File: config.mk
export PLATFORM = sky130hd
export DESIGN_NAME = fc_layer_sequencer_flat
export DESIGN_NICKNAME = d
export VERILOG_FILES = /design/src/rtl/fc_layer_sequencer_pkg.sv /design/src/rtl/fc_layer_sequencer_if.sv /design/src/rtl/fc_layer_sequencer.sv /design/src/flat_wrapper.sv
export SDC_FILE = /design/constraint.sdc
export NUM_CORES = 1
export LEC_CHECK = 0
export BUFFER_PORTS_ARGS = -buffer_cell sky130_fd_sc_hd__buf_2
export CAP_MARGIN = 5
export CORE_AREA = 2 2 183 185
export CTS_CLUSTER_DIAMETER = 200
export DETAILED_ROUTE_END_ITERATION = 7
export DIE_AREA = 0 0 185 187
export PLACE_DENSITY_LB_ADDON = 0.1
export SETUP_SLACK_MARGIN = 0.15
export SYNTH_ARGS = -nofsm -noshare
export SYNTH_HDL_FRONTEND = slang
export SYNTH_SLANG_ARGS = --single-unit
File: constraint.sdc
create_clock -name clk -period 3.4 [get_ports clk]
set_input_delay 0.34 -clock clk [delete_from_list [all_inputs] [get_ports clk]]
set_output_delay 0.34 -clock clk [all_outputs]
set_load 0.02 [all_outputs]
File: src/rtl/fc_layer_sequencer_pkg.sv
// Shared types and constants for the fully-connected layer sequencer and its MAC bus.
package fc_layer_sequencer_pkg;

  localparam int unsigned MAC_RES_W = 26;
  localparam int unsigned NUM_LANES = 4;
  localparam int unsigned DATA_W    = 32;

  typedef enum logic [3:0] {
    StIdle,
    StFlush,
    StFetch,
    StIssue,
    StWait,
    StCapture,
    StBias,
    StWrite,
    StFinish
  } state_e;

  // Byte-lane mask for the final word of an input vector of the given length.
  function automatic logic [NUM_LANES-1:0] last_mask(input logic [1:0] tail);
    case (tail)
      2'd1:    return 4'b0001;
      2'd2:    return 4'b0011;
      2'd3:    return 4'b0111;
      default: return 4'b1111;
    endcase
  endfunction

endpackage

File: src/rtl/fc_layer_sequencer_if.sv
// Bus between the layer sequencer (master) and the MAC controller (slave).
interface fc_layer_sequencer_if;
  import fc_layer_sequencer_pkg::*;

  logic                        mac_en;
  logic                        mac_flush;
  logic                        mac_bias_add;
  logic                        mac_relu;
  logic [NUM_LANES-1:0]        mac_valid;
  logic [DATA_W-1:0]           mac_feature;
  logic [DATA_W-1:0]           mac_weight;
  logic [DATA_W-1:0]           mac_bias;
  logic signed [MAC_RES_W-1:0] mac_result0;
  logic signed [MAC_RES_W-1:0] mac_result1;
  logic signed [MAC_RES_W-1:0] mac_result2;
  logic signed [MAC_RES_W-1:0] mac_result3;
  logic signed [MAC_RES_W-1:0] mac_out_result;
  logic                        mac_done;
  logic [DATA_W-1:0]           mac_out_data;

  modport master (
    output mac_en, mac_flush, mac_bias_add, mac_relu, mac_valid,
    output mac_feature, mac_weight, mac_bias,
    output mac_result0, mac_result1, mac_result2, mac_result3,
    input  mac_out_result, mac_done, mac_out_data
  );

  modport slave (
    input  mac_en, mac_flush, mac_bias_add, mac_relu, mac_valid,
    input  mac_feature, mac_weight, mac_bias,
    input  mac_result0, mac_result1, mac_result2, mac_result3,
    output mac_out_result, mac_done, mac_out_data
  );

endinterface

File: src/rtl/fc_layer_sequencer.sv
// Sequences one FC layer: per neuron flush + word-by-word MAC issue, then per
// group of four neurons a bias/activation pass and one output-memory write.
module fc_layer_sequencer
  import fc_layer_sequencer_pkg::*;
#(
  parameter int unsigned ADDR_W = 12
) (
  input  logic                 clk,
  input  logic                 rstn,
  input  logic                 start,
  input  logic                 relu_cfg,
  input  logic [ADDR_W-1:0]    in_bytes,
  input  logic [ADDR_W-1:0]    num_groups,
  output logic [ADDR_W-1:0]    feat_addr,
  input  logic [DATA_W-1:0]    feat_rdata,
  output logic [ADDR_W-1:0]    wgt_addr,
  input  logic [DATA_W-1:0]    wgt_rdata,
  output logic [ADDR_W-1:0]    bias_addr,
  input  logic [DATA_W-1:0]    bias_rdata,
  fc_layer_sequencer_if.master mac,
  output logic                 out_we,
  output logic [ADDR_W-1:0]    out_addr,
  output logic [DATA_W-1:0]    out_wdata,
  output logic                 busy,
  output logic                 done
);

  state_e                      state_q;
  logic [ADDR_W-1:0]           k_q, g_q, wptr_q, last_k_q, last_g_q;
  logic [1:0]                  n_q;
  logic [NUM_LANES-1:0]        mask_q, valid_q;
  logic                        en_q, flush_q, bias_add_q, relu_q, bias_wait_q;
  logic signed [MAC_RES_W-1:0] res_q [NUM_LANES];
  logic [ADDR_W-1:0]           in_words;

  assign in_words = ADDR_W'(({1'b0, in_bytes} + (ADDR_W + 1)'(3)) >> 2);

  always_ff @(posedge clk or negedge rstn) begin
    if (!rstn) begin
      state_q     <= StIdle;
      k_q         <= '0;
      g_q         <= '0;
      n_q         <= '0;
      wptr_q      <= '0;
      last_k_q    <= '0;
      last_g_q    <= '0;
      mask_q      <= '0;
      valid_q     <= '0;
      en_q        <= 1'b0;
      flush_q     <= 1'b0;
      bias_add_q  <= 1'b0;
      relu_q      <= 1'b0;
      bias_wait_q <= 1'b0;
      feat_addr   <= '0;
      wgt_addr    <= '0;
      bias_addr   <= '0;
      out_we      <= 1'b0;
      out_addr    <= '0;
      out_wdata   <= '0;
      busy        <= 1'b0;
      done        <= 1'b0;
      for (int i = 0; i < NUM_LANES; i++) res_q[i] <= '0;
    end else begin
      unique case (state_q)
        StIdle: begin
          if (start) begin
            k_q      <= '0;
            n_q      <= '0;
            g_q      <= '0;
            wptr_q   <= '0;
            last_k_q <= in_words - ADDR_W'(1);
            last_g_q <= num_groups - ADDR_W'(1);
            mask_q   <= last_mask(in_bytes[1:0]);
            if (in_bytes == '0 || num_groups == '0) begin
              state_q <= StFinish;
              done    <= 1'b1;
            end else begin
              state_q <= StFlush;
              busy    <= 1'b1;
              relu_q  <= relu_cfg;
              en_q    <= 1'b1;
              flush_q <= 1'b1;
            end
          end
        end
        StFlush: begin
          // The strobe cycle itself never counts as completion.
          if (flush_q) begin
            en_q    <= 1'b0;
            flush_q <= 1'b0;
          end else if (mac.mac_done) begin
            state_q   <= StFetch;
            feat_addr <= k_q;
            wgt_addr  <= wptr_q;
          end
        end
        StFetch: begin
          state_q <= StIssue;
          en_q    <= 1'b1;
          valid_q <= (k_q == last_k_q) ? mask_q : '1;
        end
        StIssue: begin
          state_q <= StWait;
          valid_q <= '0;
        end
        StWait: begin
          if (mac.mac_done) begin
            en_q   <= 1'b0;
            wptr_q <= wptr_q + ADDR_W'(1);
            if (k_q != last_k_q) begin
              k_q       <= k_q + ADDR_W'(1);
              feat_addr <= k_q + ADDR_W'(1);
              wgt_addr  <= wptr_q + ADDR_W'(1);
              state_q   <= StFetch;
            end else begin
              state_q <= StCapture;
            end
          end
        end
        StCapture: begin
          res_q[n_q] <= mac.mac_out_result;
          if (n_q != 2'd3) begin
            n_q     <= n_q + 2'd1;
            k_q     <= '0;
            state_q <= StFlush;
            en_q    <= 1'b1;
            flush_q <= 1'b1;
          end else begin
            state_q     <= StBias;
            bias_addr   <= g_q;
            bias_wait_q <= 1'b0;
          end
        end
        StBias: begin
          // Address cycle, then strobe cycle (bias word now valid), then wait.
          if (!bias_wait_q && !bias_add_q) begin
            en_q       <= 1'b1;
            bias_add_q <= 1'b1;
          end else if (bias_add_q) begin
            en_q        <= 1'b0;
            bias_add_q  <= 1'b0;
            bias_wait_q <= 1'b1;
          end else if (mac.mac_done) begin
            state_q     <= StWrite;
            bias_wait_q <= 1'b0;
            out_we      <= 1'b1;
            out_addr    <= g_q;
            out_wdata   <= mac.mac_out_data;
          end
        end
        StWrite: begin
          out_we <= 1'b0;
          if (g_q != last_g_q) begin
            g_q     <= g_q + ADDR_W'(1);
            n_q     <= '0;
            k_q     <= '0;
            state_q <= StFlush;
            en_q    <= 1'b1;
            flush_q <= 1'b1;
          end else begin
            state_q <= StFinish;
            done    <= 1'b1;
            busy    <= 1'b0;
            relu_q  <= 1'b0;
          end
        end
        StFinish: begin
          done    <= 1'b0;
          state_q <= StIdle;
        end
        default: state_q <= StIdle;
      endcase
    end
  end

  assign mac.mac_en       = en_q;
  assign mac.mac_flush    = flush_q;
  assign mac.mac_bias_add = bias_add_q;
  assign mac.mac_relu     = relu_q;
  assign mac.mac_valid    = valid_q;
  // Read data is only forwarded during its own strobe so idle buses stay at zero.
  assign mac.mac_feature  = (|valid_q) ? feat_rdata : '0;
  assign mac.mac_weight   = (|valid_q) ? wgt_rdata : '0;
  assign mac.mac_bias     = bias_add_q ? bias_rdata : '0;
  assign mac.mac_result0  = res_q[0];
  assign mac.mac_result1  = res_q[1];
  assign mac.mac_result2  = res_q[2];
  assign mac.mac_result3  = res_q[3];

endmodule

File: src/flat_wrapper.sv
// flat-port wrapper written by rule: the top's interface ports become plain ports
module fc_layer_sequencer_flat import fc_layer_sequencer_pkg::*;
#(
  parameter int unsigned ADDR_W = 12
)
  (clk, rstn, start, relu_cfg, in_bytes, num_groups, feat_addr, feat_rdata, wgt_addr, wgt_rdata, bias_addr, bias_rdata, out_we, out_addr, out_wdata, busy, done, mac_mac_en, mac_mac_flush, mac_mac_bias_add, mac_mac_relu, mac_mac_valid, mac_mac_feature, mac_mac_weight, mac_mac_bias, mac_mac_result0, mac_mac_result1, mac_mac_result2, mac_mac_result3, mac_mac_out_result, mac_mac_done, mac_mac_out_data);
  fc_layer_sequencer_if mac_i ();
  input  logic clk;
  input  logic rstn;
  input  logic start;
  input  logic relu_cfg;
  input  logic [ADDR_W-1:0] in_bytes;
  input  logic [ADDR_W-1:0] num_groups;
  output logic [ADDR_W-1:0] feat_addr;
  input  logic [DATA_W-1:0] feat_rdata;
  output logic [ADDR_W-1:0] wgt_addr;
  input  logic [DATA_W-1:0] wgt_rdata;
  output logic [ADDR_W-1:0] bias_addr;
  input  logic [DATA_W-1:0] bias_rdata;
  output logic out_we;
  output logic [ADDR_W-1:0] out_addr;
  output logic [DATA_W-1:0] out_wdata;
  output logic busy;
  output logic done;
  output wire logic [$bits(mac_i.mac_en)-1:0] mac_mac_en;
  output wire logic [$bits(mac_i.mac_flush)-1:0] mac_mac_flush;
  output wire logic [$bits(mac_i.mac_bias_add)-1:0] mac_mac_bias_add;
  output wire logic [$bits(mac_i.mac_relu)-1:0] mac_mac_relu;
  output wire logic [$bits(mac_i.mac_valid)-1:0] mac_mac_valid;
  output wire logic [$bits(mac_i.mac_feature)-1:0] mac_mac_feature;
  output wire logic [$bits(mac_i.mac_weight)-1:0] mac_mac_weight;
  output wire logic [$bits(mac_i.mac_bias)-1:0] mac_mac_bias;
  output wire logic [$bits(mac_i.mac_result0)-1:0] mac_mac_result0;
  output wire logic [$bits(mac_i.mac_result1)-1:0] mac_mac_result1;
  output wire logic [$bits(mac_i.mac_result2)-1:0] mac_mac_result2;
  output wire logic [$bits(mac_i.mac_result3)-1:0] mac_mac_result3;
  input wire logic [$bits(mac_i.mac_out_result)-1:0] mac_mac_out_result;
  input wire logic [$bits(mac_i.mac_done)-1:0] mac_mac_done;
  input wire logic [$bits(mac_i.mac_out_data)-1:0] mac_mac_out_data;
  assign mac_mac_en = mac_i.mac_en;
  assign mac_mac_flush = mac_i.mac_flush;
  assign mac_mac_bias_add = mac_i.mac_bias_add;
  assign mac_mac_relu = mac_i.mac_relu;
  assign mac_mac_valid = mac_i.mac_valid;
  assign mac_mac_feature = mac_i.mac_feature;
  assign mac_mac_weight = mac_i.mac_weight;
  assign mac_mac_bias = mac_i.mac_bias;
  assign mac_mac_result0 = mac_i.mac_result0;
  assign mac_mac_result1 = mac_i.mac_result1;
  assign mac_mac_result2 = mac_i.mac_result2;
  assign mac_mac_result3 = mac_i.mac_result3;
  assign mac_i.mac_out_result = mac_mac_out_result;
  assign mac_i.mac_done = mac_mac_done;
  assign mac_i.mac_out_data = mac_mac_out_data;
  fc_layer_sequencer #(.ADDR_W(ADDR_W)) u_core (.clk(clk), .rstn(rstn), .start(start), .relu_cfg(relu_cfg), .in_bytes(in_bytes), .num_groups(num_groups), .feat_addr(feat_addr), .feat_rdata(feat_rdata), .wgt_addr(wgt_addr), .wgt_rdata(wgt_rdata), .bias_addr(bias_addr), .bias_rdata(bias_rdata), .mac(mac_i), .out_we(out_we), .out_addr(out_addr), .out_wdata(out_wdata), .busy(busy), .done(done));
endmodule
==> impl_results.md, run 1 <==
- Fill cell count: slightly above 3000
- Path class of the lowest-slack min-delay path: in -> reg
- Smallest hold slack: approximately 0.026 ns
- Minimum clock period: 2.89 ns
- # port buffers: ~470
- Remaining Overflow, GRT: 0
- Tightest Pin Transition: ~0.96 ns
- Relative area change from synthesis to final layout: 33.3%
- Fraction of final layout cells with drive strength greater than 1: 39.7%
- Reg2reg setup slack: slightly above 0.5 ns
- Total count of max-transition violations in the final report: 0
- Async set-or-reset flop fraction in the synthesized netlist: 100%
- Hold_buf cts: 39
- WL/cell: around 17 µm
- Number of flops mapped to enable cells by yosys: 0
- CP top delay family: simple AND/OR/NAND/NOR gates
- Num Clock Sinks: roughly 270
- Initial antenna violation count: 1
- Nets in the synthesized netlist: 1422
- Critical Path End: u_core.k_q[9]$_DFFE_PN0P_
- Slowest cell on the critical path: sky130_fd_sc_hd__or4b_1
- Startpoint type of the worst setup path: register
- Met3 Wirelength: 2.51 mm
- Top-level port count: approximately 470
- Upper clock frequency limit: 0.346 GHz
- Mean number of vias per cell: a little under 5
- Status: complete, no violations
- Number of setup buffers added after CTS: 0
- Crit. Startpoint: u_core.state_q[1]$_DFFE_PN0P_
- Most used flip-flop cell after synthesis: sky130_fd_sc_hd__dfrtp_1
- Clock insertion delay at the later pin of the skew report: about 0.56 ns
- Die area: approximately 35000 µm²
- R2R depth: 7
- Post-detail-place hpwl: 27.0 mm
- Core Rows: 67
- Flops & latches, synth: ~270
- Slowest cell delay on critical path: just over 0.7 ns
- Largest net degree at the start of global routing: 100
- Number of antenna repair diodes: 0
- Placeable core region: about 33000 µm²
- Met2 Wirelength: 18.2 mm
- Total number of yosys warnings: 0
- Required time of the critical path: between 3 and 4 ns
- Total stage count of the critical path: 7
- Vert. Die Dim: approximately 190 µm
- Routability-driven placement congestion ratio: between 0.8 and 0.9
- First-pass GRT wire length: ~57 mm
- Mapped Cells: around 1200
- Antenna-violating nets left: 0
- Category of the worst setup path capture point: register
- Detailed-route DRC error count: 0
- Routed WL: around 36 mm
- Area of the mapped netlist: about 13000 µm²
- # resized after CTS: 0
- Total number of vias: around 11000
- P per Cell Area: ~740 nW/µm²
- Accumulated negative setup slack: 0 ns
- Reg-to-Reg Start: u_core.state_q[1]$_DFFE_PN0P_
- Largest voltage drop on the vdd net: between 400 and 500 µV
- Number of buffers added by the clock tree synthesis step: 29
- Final setup fails: 0
- Unique masters post-synth: between 50 and 60
- Clock tree from TritonCTS: done
- Max Buffers Root-to-Sink: 3
- Most frequent cells in the layout: 472 x sky130_fd_sc_hd__buf_2, 266 x sky130_fd_sc_hd__dfrtp_1, 197 x sky130_fd_sc_hd__nand2_1, 140 x sky130_fd_sc_hd__mux2_2, 91 x sky130_fd_sc_hd__o21ai_0
- Final critical-path share of the clock period: between 80% and 90%
- First DRT Iteration DRCs: approximately 510
- Maximum fanout count along the critical path: 17
- Met1 WL: between 10 and 15 mm
- Max_slew headroom: approximately 36%
- Most common cell after layout, fill and taps aside: sky130_fd_sc_hd__buf_2
- CTS Root Buffer Type: sky130_fd_sc_hd__clkbuf_16
- CP Cell Sequence: nor4bb_1 > buf_4 > and2_1 > or4_4 > or4b_1 > or3b_1 > nand2_1
- Leakage power: approximately 0.0084 µW
- Part of the Yosys area used for sequential elements: a little over half
- Reg clk slew, reported paths: about 0.060 ns
- Number of detailed-routing iterations run before antenna repair: 7
- Final clock skew: roughly 0.011 ns
- Uppermost layer routed: met4
- Worst setup path category: reg -> reg
- Global routing usage summed across all routing layers: 20.5%
- Critical path buffer and inverter count: 1
- Via count of the first global-routing pass: 10400
- Starting utilization of the core area: roughly two fifths
- Max-Cap Viols: 0
- RSZ-0062 raised after global routing: no
- Layout Nets: approximately 1900
- Post-synthesis average cell area: approximately 10 µm²
- Hold Vio Cnt, Final: 0
- Maximum level of the CTS H-tree: 1
- Arrival time at the worst endpoint: between 3 and 4 ns
- Worst reg2reg path endpoint: u_core.k_q[9]$_DFFE_PN0P_
- Width of the chip: around 190 µm
-- cell usage after synthesis (3+ instances only) --
| cell type | instances | share of area, % |
|---|---|---|
| sky130_fd_sc_hd__a31oi_1 | 7 | 0.34 |
| sky130_fd_sc_hd__o21ai_0 | 91 | 3.6 |
| sky130_fd_sc_hd__nor3_1 | 18 | 0.71 |
| sky130_fd_sc_hd__nand4_1 | 12 | 0.59 |
| sky130_fd_sc_hd__and4_1 | 3 | 0.21 |
| sky130_fd_sc_hd__ha_1 | 14 | 1.4 |
| sky130_fd_sc_hd__and2_1 | 37 | 1.8 |
| sky130_fd_sc_hd__and3_1 | 10 | 0.49 |
| sky130_fd_sc_hd__nor2b_1 | 69 | 3.4 |
| sky130_fd_sc_hd__nor2_1 | 68 | 2.0 |
| sky130_fd_sc_hd__dfrtp_1 | 266 | 52 |
| sky130_fd_sc_hd__xnor2_1 | 41 | 2.8 |
| sky130_fd_sc_hd__xor2_1 | 35 | 2.4 |
| sky130_fd_sc_hd__buf_1 | 5 | 0.15 |
| sky130_fd_sc_hd__mux2i_1 | 5 | 0.39 |
| sky130_fd_sc_hd__nand2_1 | 199 | 5.9 |
| sky130_fd_sc_hd__clkbuf_1 | 64 | 1.9 |
| sky130_fd_sc_hd__nand3b_1 | 4 | 0.24 |
| sky130_fd_sc_hd__nand3_1 | 15 | 0.59 |
| sky130_fd_sc_hd__o21a_1 | 4 | 0.24 |
| sky130_fd_sc_hd__inv_1 | 19 | 0.56 |
| sky130_fd_sc_hd__a211oi_1 | 3 | 0.18 |
| sky130_fd_sc_hd__or3_1 | 3 | 0.15 |
| sky130_fd_sc_hd__o31ai_1 | 10 | 0.59 |
| sky130_fd_sc_hd__nand2b_1 | 8 | 0.39 |
| sky130_fd_sc_hd__mux2_2 | 140 | 12 |
| sky130_fd_sc_hd__a21oi_1 | 21 | 0.83 |
| sky130_fd_sc_hd__nor4_1 | 14 | 0.69 |
-- metal layers --
metal	GRT usage, %	vias up
li1	-	5144
met1	25.0	5060
met4	5.01	0
met5	0	-
met2	37.1	355
met3	3.84	55
-- how the worst min path moves through the flow --
stage | startpoint | to | slack [ns] | cells past startpoint
2_1_floorplan | rstn | u_core.bias_addr[0]$_DFFE_PN0P_ | 0.04 | 0
3_3_place_gp | rstn | u_core.last_k_q[7]$_DFFE_PN0P_ | 0.43 | 1
3_5_place_dp | rstn | u_core.last_k_q[7]$_DFFE_PN0P_ | 0.44 | 1
4_1_cts | mac_mac_out_result[14] | u_core.mac.mac_result3[14]$_DFFE_PN0P_ | 0.003 | 3
5_1_grt | mac_mac_out_result[6] | u_core.mac.mac_result3[6]$_DFFE_PN0P_ | 0.02 | 3
6_report | mac_mac_out_result[6] | u_core.mac.mac_result3[6]$_DFFE_PN0P_ | 0.03 | 3
-- sequential cells by signal, indices dropped and copies added (netlist names), 26 cells and up --
register	count
u_core.mac.mac_result0	26
u_core.mac.mac_result2	26
u_core.mac.mac_result1	26
u_core.out_wdata	32
u_core.mac.mac_result3	26
-- stage by stage --
step                      total power, µW  util (%)  cells  area [µm²]  worst slack [ns]
after detailed placement             9440      47.4   2098       15600             0.536
after global placement               9380      47.4   2098       15600             0.555
final                               12500      51.5   2188       16900             0.507
after CTS                           12600      51.5   2188       16900             0.530
after global routing                13200      51.5   2188       16900             0.398
after floorplan                      7610         -   1225       12700             0.952
-- kinds of logic (layout without fill, tap and decap cells) --
logic type / after synthesis / in the layout / share of synthesized area (%)
compound gates: 154 / 154 / 6.92
xor+xnor: 76 / 76 / 5.24
fa+ha+maj: 14 / 14 / 1.38
buf+inv: 91 / 606 / 2.71
flops: 266 / 266 / 52.4
mux: 145 / 145 / 12.8
simple gates: 479 / 479 / 18.5
-- layout make-up --
cell class	count	area [µm²]	share of cell area [%]
clock inverter	9	90.1	0.532
timing repair buffer	535	2980	17.6
sequential	266	6660	39.3
tap	448	561	3.31
inverter	20	75.1	0.444
clock buffer	42	855	5.05
multi-input combinational	868	5710	33.7
-- where the power goes --
| group | total [µW] | leakage [µW] | internal [µW] | switching (µW) |
|---|---|---|---|---|
| sequential | 4520 | 0.00332 | 4000 | 520 |
| clock | 3090 | 0.000465 | 1810 | 1280 |
| combinational | 4850 | 0.00460 | 1840 | 3010 |
-- tightest hold or removal path, stage by stage --
cell and delay (ns):
sky130_fd_sc_hd__buf_2 0.11, sky130_fd_sc_hd__nand2_1 0.05, sky130_fd_sc_hd__nand2_1 0.05
Power figures use the tool's default switching activity.
==> inputs of run 2 (changes only) <==
--- a/config.mk
+++ b/config.mk
@@ -5,12 +5,13 @@
 export SDC_FILE = /design/constraint.sdc
 export NUM_CORES = 1
 export LEC_CHECK = 0
-export BUFFER_PORTS_ARGS = -buffer_cell sky130_fd_sc_hd__buf_2
+export BUFFER_PORTS_ARGS = -buffer_cell sky130_fd_sc_hd__buf_4
 export CAP_MARGIN = 5
 export CORE_AREA = 2 2 183 185
 export CTS_CLUSTER_DIAMETER = 200
 export DETAILED_ROUTE_END_ITERATION = 7
 export DIE_AREA = 0 0 185 187
+export GPL_TIMING_DRIVEN = 0
 export PLACE_DENSITY_LB_ADDON = 0.1
 export SETUP_SLACK_MARGIN = 0.15
 export SYNTH_ARGS = -nofsm -noshare
==> run 2 against run 1 <==
- highest routed layer unchanged
- clock power barely moved
- wire length up 5.6%
- critical endpoint is now mac_mac_weight[6]
- global-route usage up 1.2 points
- largest power group unchanged
- worst hold slack got worse by 0.018 ns
- combinational power up 16%
- critical path type is now reg -> out
==> impl_results.md, run 2 (synthesis results as in run 1) <==
- Status: complete, no violations
- Global routing usage summed across all routing layers: 21.7%
- Die area: around 35000 µm²
- WL/cell: ~17 µm
- Number of buffers added by the clock tree synthesis step: 29
- Clock insertion delay at the later pin of the skew report: between 0.5 and 0.6 ns
- Final setup fails: 0
- CP Cell Sequence: nor4_2 > buf_4 > clkbuf_1 > nor2b_1 > buf_4
- Total count of max-transition violations in the final report: 0
- Worst min-delay path startpoint: mac_mac_out_result[12]
- RSZ-0062 raised after global routing: no
- CTS Root Buffer Type: sky130_fd_sc_hd__clkbuf_16
- Number of antenna repair diodes: 0
- Layout Nets: 1970
- Relative area change from synthesis to final layout: 43.7%
- Required time of the critical path: about 3 ns
- Number of detailed-routing iterations run before antenna repair: 5
- Startpoint type of the worst setup path: register
- Hold Vio Cnt, Final: 0
- Smallest hold slack: 0.00830 ns
- Num Clock Sinks: ~270
- Final critical-path share of the clock period: 88.2%
- Area occupied by registers: ~6700 µm²
- Largest voltage drop on the vdd net: ~380 µV
- Post-detail-place hpwl: a little under 30 mm
- Vert. Die Dim: between 150 and 200 µm
- Antenna-violating nets left: 0
- Worst setup path category: reg -> out
- Critical path buffer and inverter count: 3
- Clock tree from TritonCTS: done
- Top-level port count: about 470
- Total number of vias: approximately 11000
- Slowest cell delay on critical path: ~0.70 ns
- Reg clk slew, reported paths: ~0.060 ns
- Maximum level of the CTS H-tree: 1
- Starting utilization of the core area: roughly 39%
- Largest net degree at the start of global routing: 116
- # port buffers: between 400 and 500
- Tightest Pin Transition: 0.752 ns
- Total area of multi-input combinational cells: around 5700 µm²
- Via count of the first global-routing pass: 10800
- Upper clock frequency limit: around 0.33 GHz
- Instance count after placement with tap cells included: between 2000 and 2500
- Remaining Overflow, GRT: 0
- First-pass GRT wire length: approximately 60 mm
- Minimum clock period: around 3 ns
- Mean number of vias per cell: between 4 and 5
- Core Rows: 67
- Worst reg2reg path endpoint: u_core.k_q[4]$_DFFE_PN0P_
- Category of the worst setup path capture point: primary output
- Accumulated negative setup slack: 0 ns
- Reg2reg setup slack: between 0.5 and 0.6 ns
- Arrival time at the worst endpoint: ~2.7 ns
- Flip-flop count of the largest register after layout: 32
- CP top delay family: buffers and inverters
- Routability-driven placement congestion ratio: approximately 0.83
- Fill cell count: 2962
- Most frequent cells in the layout: 467 x sky130_fd_sc_hd__buf_4, 266 x sky130_fd_sc_hd__dfrtp_1, 199 x sky130_fd_sc_hd__nand2_1, 140 x sky130_fd_sc_hd__mux2_2, 91 x sky130_fd_sc_hd__o21ai_0
- Maximum fanout count along the critical path: 10
- Width of the chip: around 190 µm
- Max_slew headroom: roughly half
- Min-Delay Path Depth: 3
- Standard cell area after detailed placement: between 15000 and 20000 µm²
- Most Frequent Cell on Critical Path: sky130_fd_sc_hd__buf_4
- R2R depth: 8
- Max-Cap Viols: 0
- Detailed-route DRC error count: 0
- First DRT Iteration DRCs: around 440
- Max Buffers Root-to-Sink: 3
- WHS Endpoint: u_core.mac.mac_result3[12]$_DFFE_PN0P_
- Final clock skew: 0.0172 ns
- Initial antenna violation count: 0
- Most flop-heavy register: u_core.out_wdata
- Most common cell after layout, fill and taps aside: sky130_fd_sc_hd__buf_4
- Slowest cell on the critical path: sky130_fd_sc_hd__nor4_2
- Leakage power: 0.00871 µW
- Placeable core region: approximately 33000 µm²
- P per Cell Area: 724 nW/µm²
- Reg-to-Reg Start: u_core.g_q[2]$_DFFE_PN0P_
- Path class of the lowest-slack min-delay path: in -> reg
- Post-route cell area: approximately 18000 µm²
- Final cell count without fillers: between 2000 and 2500
- Routed WL: 38.5 mm
- Fraction of final layout cells with drive strength greater than 1: between 30% and 40%
## run 2: cell types whose count changed in the layout (fill, tap and decap cells not counted), sizes merged
cell,previous run,this run
dlygate4sd3,39,47
clkbuf,42,111
clkinvlp,2,0
clkinv,6,3
buf,496,477
## run 2: repair_timing
action / CTS / global route
hold endpoints to repair: 106 / 1
endpoints found under the setup margin: 0 / 35
setup buffers: 0 / 0
gates resized for setup: 0 / 7
hold buffers: 46 / 1
## run 2: worst max-delay path by stage
| stage | cells past startpoint | slack [ns] | start | end |
|---|---|---|---|---|
| floorplan | 8 | 0.95 | u_core.state_q[0]$_DFFE_PN0P_ | u_core.k_q[9]$_DFFE_PN0P_ |
| detailed placement | 9 | 0.31 | u_core.k_q[7]$_DFFE_PN0P_ | u_core.feat_addr[1]$_DFFE_PN0P_ |
| global route | 8 | 0.18 | u_core.g_q[2]$_DFFE_PN0P_ | u_core.k_q[4]$_DFFE_PN0P_ |
| finish | 5 | 0.40 | u_core.mac.mac_valid[1]$_DFFE_PN0P_ | mac_mac_weight[6] |
| CTS | 9 | 0.28 | u_core.k_q[7]$_DFFE_PN0P_ | u_core.feat_addr[1]$_DFFE_PN0P_ |
| global placement | 1 | -0.35 | rstn | u_core.mac.mac_result1[8]$_DFFE_PN0P_ |
## run 2: power breakdown
| part | internal [µW] | total [µW] | switching [µW] |
|---|---|---|---|
| Sequential | 4000 | 4510 | 512 |
| Clock | 1800 | 3070 | 1270 |
| Combinational | 2440 | 5630 | 3190 |
## run 2: per-layer routing
layer  vias to the layer above  global-route usage [%]  part of all wire [%]  wire length [µm]
met5                         -                       0                     0                 0
met4                         0                    5.31                   2.3               875
met3                        56                    4.50                   7.0              2680
met2                       330                    40.0                    51             19800
met1                      5169                    25.6                    39             15100
li1                       5251                       -                     -                 -
## run 2: through the flow
step / power [µW] / utilization (%) / setup slack (ns)
after floorplan: 7610 / - / 0.952
after global placement: 10100 / 51.0 / -0.347
after detailed placement: 10200 / 51.3 / 0.310
after CTS: 13400 / 55.5 / 0.280
after global routing: 14000 / 55.5 / 0.184
final: 13200 / 55.5 / 0.401
## run 2: final cells by class
| cell class | instances | area share [%] |
|---|---|---|
| Buffer | 71 | 1.49 |
| Clock buffer | 47 | 4.73 |
| Clock inverter | 4 | 0.329 |
| Inverter | 20 | 0.411 |
| Multi-Input combinational cell | 868 | 31.3 |
| Sequential cell | 266 | 36.5 |
| Tap cell | 448 | 3.07 |
| Timing Repair Buffer | 517 | 22.2 |
## run 2: worst min-delay path: cells and delay by family
kind / cells / cell delay [ns]
buf+inv: 1 / 0.10
simple gates: 2 / 0.09
